## config.mk

```make
export PLATFORM = sky130hd
export DESIGN_NAME = pulse_reconstruct_mc
export DESIGN_NICKNAME = d
export VERILOG_FILES = /design/src/rtl/pulse_reconstruct_mc.sv
export SDC_FILE = /design/constraint.sdc
export NUM_CORES = 1
export LEC_CHECK = 0
export CAP_MARGIN = 20
export CORE_MARGIN = 8
export CORE_UTILIZATION = 55
export CTS_CLUSTER_SIZE = 10
export DETAILED_ROUTE_END_ITERATION = 8
export GPL_ROUTABILITY_DRIVEN = 0
export GPL_TIMING_DRIVEN = 1
export MAX_ROUTING_LAYER = met4
export PLACE_DENSITY = 0.78
export SETUP_SLACK_MARGIN = 0.5
export SLEW_MARGIN = 20
export SYNTH_ARGS = -nofsm -noshare
export SYNTH_HDL_FRONTEND = slang
export SYNTH_SLANG_ARGS = --single-unit
```

## constraint.sdc

```tcl
create_clock -name clk -period 4.7 [get_ports clk]
set_input_delay 0.705 -clock clk [delete_from_list [all_inputs] [get_ports clk]]
set_output_delay 0.705 -clock clk [all_outputs]
set_load 0.02 [all_outputs]
```

## src/rtl/pulse_reconstruct_mc.sv

```systemverilog
// pulse_reconstruct_mc
// Multi-channel edge-to-pulse rebuilder. Each channel turns rise/fall strobes
// back into a level pulse, measures its width in cycles (saturating) and ends
// the pulse early when a shared, programmable max width is reached.
// Channels are fully independent; only max_len is shared.
module pulse_reconstruct_mc #(
    parameter int NUM_CH = 4,
    parameter int LEN_W  = 16
) (
    input  logic                    clk,
    input  logic                    rst,
    input  logic [NUM_CH-1:0]       clear,
    input  logic [NUM_CH-1:0]       rise,
    input  logic [NUM_CH-1:0]       fall,
    input  logic [LEN_W-1:0]        max_len,
    input  logic [NUM_CH-1:0]       err_clr,
    output logic [NUM_CH-1:0]       pulse_out,
    output logic [NUM_CH-1:0]       len_valid,
    output logic [NUM_CH*LEN_W-1:0] len_data,
    output logic [NUM_CH-1:0]       to_err,
    output logic [NUM_CH-1:0]       dup_err
);

    localparam logic [0:0] ST_IDLE   = 1'b0;
    localparam logic [0:0] ST_ACTIVE = 1'b1;

    localparam logic [LEN_W-1:0] LEN_MAX = '1;
    localparam logic [LEN_W-1:0] LEN_ONE = {{(LEN_W-1){1'b0}}, 1'b1};

    genvar k;
    generate
        for (k = 0; k < NUM_CH; k++) begin : g_ch
            logic [0:0]       state;
            logic [0:0]       state_nxt;
            logic [LEN_W-1:0] len_cnt;
            logic [LEN_W-1:0] cnt_nxt;
            logic [LEN_W-1:0] width;
            logic [LEN_W-1:0] end_len;
            logic             done;
            logic             to_set;
            logic             dup_set;
            logic             valid_q;
            logic             to_q;
            logic             dup_q;
            logic [LEN_W-1:0] data_q;

            // Pulse width including the current cycle, saturating at all-ones.
            always_comb begin
                width = (len_cnt == LEN_MAX) ? LEN_MAX : len_cnt + LEN_ONE;
            end

            // Next-state, completion and error-set decode; clear overrides every event.
            always_comb begin
                state_nxt = state;
                cnt_nxt   = len_cnt;
                done      = 1'b0;
                end_len   = width;
                to_set    = 1'b0;
                dup_set   = 1'b0;
                if (clear[k]) begin
                    state_nxt = ST_IDLE;
                    cnt_nxt   = '0;
                end else if (state == ST_IDLE) begin
                    if (rise[k] && fall[k]) begin
                        // Single-cycle pulse: reported without ever entering ACTIVE.
                        done    = 1'b1;
                        end_len = LEN_ONE;
                    end else if (rise[k]) begin
                        state_nxt = ST_ACTIVE;
                        cnt_nxt   = LEN_ONE;
                    end
                end else begin
                    dup_set = rise[k];
                    if (fall[k]) begin
                        done      = 1'b1;
                        state_nxt = ST_IDLE;
                        cnt_nxt   = '0;
                    end else if ((max_len != '0) && (width >= max_len)) begin
                        done      = 1'b1;
                        to_set    = 1'b1;
                        state_nxt = ST_IDLE;
                        cnt_nxt   = '0;
                    end else begin
                        cnt_nxt = width;
                    end
                end
            end

            // State, counter, width report and sticky error registers.
            always_ff @(posedge clk) begin
                if (rst) begin
                    state   <= ST_IDLE;
                    len_cnt <= '0;
                    valid_q <= 1'b0;
                    data_q  <= '0;
                    to_q    <= 1'b0;
                    dup_q   <= 1'b0;
                end else begin
                    state   <= state_nxt;
                    len_cnt <= cnt_nxt;
                    valid_q <= done;
                    if (done) begin
                        data_q <= end_len;
                    end
                    if (to_set) begin
                        to_q <= 1'b1;
                    end else if (err_clr[k]) begin
                        to_q <= 1'b0;
                    end
                    if (dup_set) begin
                        dup_q <= 1'b1;
                    end else if (err_clr[k]) begin
                        dup_q <= 1'b0;
                    end
                end
            end

            assign pulse_out[k] = (((state == ST_IDLE) && rise[k]) || (state == ST_ACTIVE))
                                  && !clear[k];
            assign len_valid[k] = valid_q;
            assign len_data[k*LEN_W +: LEN_W] = data_q;
            assign to_err[k]    = to_q;
            assign dup_err[k]   = dup_q;
        end
    endgenerate

endmodule

```

==> results of run 1 <==
-- Yosys cell counts (13+ instances only) --
library cell	count
nand2_1	165
dfxtp_1	144
ha_1	68
a22o_1	46
inv_1	44
nor2_1	44
mux2i_1	37
a21oi_1	31
clkbuf_1	29
nand4_1	27
nand3_1	25
xor2_1	23
buf_4	19
nand2b_1	18
a21o_1	15
nor3_1	15
nor4_1	14
nor2b_1	13
o21ai_0	13
xnor2_1	13
-- worst paths after layout --
check,end,slack (ps),cells after the start
max,g_ch[1].len_cnt[4],590,14
min reg2reg,g_ch[3].data_q[8],460,2
min,g_ch[3].data_q[8],460,2
max reg2reg,g_ch[1].len_cnt[4],590,14
-- placed cells by master (no fill, tap or decap), types with 13 or more instances in the layout --
cell type and n:
a21o_1 14, a21oi_1 30, a22o_1 46, clkbuf_16 17, clkdlybuf4s50_1 112, dfxtp_1 144, ha_1 68, inv_1 44
mux2i_1 37, nand2_1 163, nand2b_1 18, nand3_1 25, nand4_1 27, nor2_1 44, nor3_1 15, o21ai_0 13
xnor2_1 13, xor2_1 23
-- where the power goes --
group	internal [mW]	total, mW	switching (mW)
sequential	1.23	1.23	0.00605
clock	0.965	1.49	0.521
combinational	0.0823	0.207	0.125
total	2.27	2.93	0.652
-- critical path, stage by stage, from the launching register on --
cell and delay, ps:
dfxtp_1 390, ha_1 220, and4_1 350, nand2_1 160
or4_4 650, nand2_1 140, inv_1 70, ha_1 260
nand2b_1 140, a2111o_1 410, o2111ai_1 170, a41oi_2 270
nor4_4 420, buf_4 240, a22o_1 150
-- cells by family (layout without fill, tap and decap cells) --
logic type	after synthesis	count (layout)	share of synthesized area (%)
AND/OR/NAND/NOR	360	360	21.0
buffers and inverters	102	202	5.63
adder cells (fa/ha/maj)	68	68	10.2
flip-flops	144	144	34.5
multiplexers	43	43	5.24
XOR/XNOR	36	36	3.77
AO/OA/AOI/OAI	202	202	19.6
other	0	1	0
-- metal layers --
| metal | GRT usage [%] | up-vias | wire length (microns) |
|---|---|---|---|
| li1 | - | 3670 | - |
| met1 | 29.9 | 3633 | 10200 |
| met2 | 37.7 | 261 | 10900 |
| met3 | 4.72 | 48 | 1210 |
| met4 | 8.67 | 0 | 488 |
| met5 | - | - | 0 |
-- state kept, by name (all words and copies together) (netlist names) --
register and flops:
g_ch.data_q 64, g_ch.len_cnt 64, g_ch.dup_q 4, g_ch.state 4, g_ch.to_q 4, g_ch.valid_q 4
-- per-stage QoR --
step	hold WS [ps]	instances	area (sq um)	utilization, %	total power, mW
after floorplan	443	955	8350	-	1.38
after global placement	446	1208	9490	63.2	1.46
after detailed placement	449	1208	9500	63.2	1.46
after CTS	462	1239	10100	67.5	2.93
after global routing	476	1244	10300	68.2	3.01
final	456	1244	10300	68.2	2.93
-- area by class of cell --
type | count | share of cell area, %
repair buffers | 126 | 12.1
multi-input cells | 709 | 49.6
flip-flops and latches | 144 | 28.1
clock inverters | 10 | 1.79
clock buffers | 21 | 4.49
well taps | 188 | 2.29
diodes | 1 | 0.0244
inverters | 45 | 1.65
-- what timing repair did --
item	4_1_cts	5_1_grt
gates resized for setup	0	12
setup buffers	0	4
setup endpoints to repair	0	87
endpoints found under the hold margin	0	0
hold buffers	0	0
==> qor.json, run 1 <==
{
  "sta": {
    "setup_total_negative_slack_ps": 0,
    "fin_crit_ps": 4110,
    "setup_viol": 0,
    "fin_worst_skew_ps": 8.54,
    "final_max_slew_viol_count": 0,
    "tightestPinTransition_ps": 1040,
    "rsz_0062_raised_after_global_routing": "false",
    "timing.slew.headroom_pct": 30.9,
    "hold_violations": 0,
    "setup_slack_ps": 595,
    "final_min_period_over_clock_period_pct": 87.3,
    "clock.fmax_mhz": 244
  },
  "drt": {
    "detail_route.wirelength_microns": 22800,
    "routed_via_count": 7612,
    "initialDrtViolationCount": 711,
    "vias_per_cell": 6.12,
    "firstDrtPassIters": 5,
    "final_antenna_net_count": 0,
    "remaining_drc_errors": 0,
    "avgRoutedWirePerCell_microns": 18.3
  },
  "hold_path": {
    "timing.hold.worst.start": "g_ch[3].data_q[8]",
    "min_path_type": "reg -> reg"
  },
  "global_route": {
    "grt_pass1_vias": 7126,
    "grt.total_usage_pct": 23.9,
    "grt_first_pass_wirelength_microns": 37000,
    "antenna_violations_before_repair": 1,
    "overall_overflow_remaining_after_global_route": 0,
    "largest_net_degree_at_the_start_of_global_routing": 61
  },
  "placement": {
    "dpl_worst_slack_ps": 552,
    "io_buffer_count": 113,
    "detailed_place_hpwl_microns": 16500
  },
  "flow_run": {
    "timing.max_cap.violations": 0
  },
  "synthesis": {
    "synth_enable_flop_cells": 0,
    "yosys-top-cells-area": "dfxtp_1, ha_1, nand2_1",
    "synth_warnings": 0,
    "synth-seq-cells": 144,
    "netlist.top_cell.by_area": "dfxtp_1",
    "async_set_or_reset_flop_fraction_in_the_synthesized_netlist_pct": 0,
    "synth_area_per_cell_sq_um": 8.75,
    "postSynthNetCount": 1057,
    "post_synth_instance_area_sq_um": 8350,
    "syn_inst": 955,
    "synth.lib_cells_used.distinct": 73,
    "synth_largest_type_area_fraction_pct": 34.5,
    "synthFlopType": "dfxtp_1",
    "synth_sequential_area_ratio_pct": 34.5
  },
  "run_status": {
    "outcome": "complete, no violations"
  },
  "finish": {
    "nNetsFinal": 1145,
    "drive_above_1_share_pct": 9.19,
    "area_growth_syn_to_layout_pct": 22.8,
    "multi_input_comb_area_sq_um": 5090,
    "sequential_cell_area_in_the_final_layout_sq_um": 2880,
    "n_fill_cell": 1159
  },
  "clock_network": {
    "clock-sinks": 144,
    "worst_skew_pair.late_latency_ps": 440,
    "clkSlewWorstSetupHoldPaths_ps": 60,
    "cts.root.buffer_cell": "clkbuf_16",
    "cts_buffer_depth": 2,
    "cts_made_buffers": 17,
    "tritoncts_clock_tree": "done",
    "ctsHtreeMaxLevel": 4
  },
  "die": {
    "fp.dieW_microns": 139,
    "core_area_sq_um": 15000,
    "design.die.area_sq_um": 19400,
    "ios": 114,
    "chipHeight_microns": 139,
    "initial_utilization_pct": 55.6,
    "floorplan.rows": 45
  },
  "worst_setup_path": {
    "timing.critical_path.arrival_ps": 4480,
    "r2r_start": "g_ch[1].len_cnt[0]",
    "critical_path.max_fanout": 13,
    "worst-setup-path-type": "reg -> reg",
    "crit_required_ps": 5080,
    "critical_path.endpoint_type": "flop",
    "worstSetupStartpoint": "g_ch[1].len_cnt[0]",
    "cp-start-kind": "flop"
  },
  "pwr": {
    "power-per-cell-area_nw_per_um2": 285,
    "power_leakage_nw": 4.31,
    "vdd_drop_max_mv": 0.226
  }
}
Power figures use the tool's default switching activity.
==> run 2: changes to the inputs <==
HOLD_SLACK_MARGIN = 0.03   (was not set)
==> results of run 2 <==
Same layout as run 1: the final DEF is identical, and so are final timing and power.
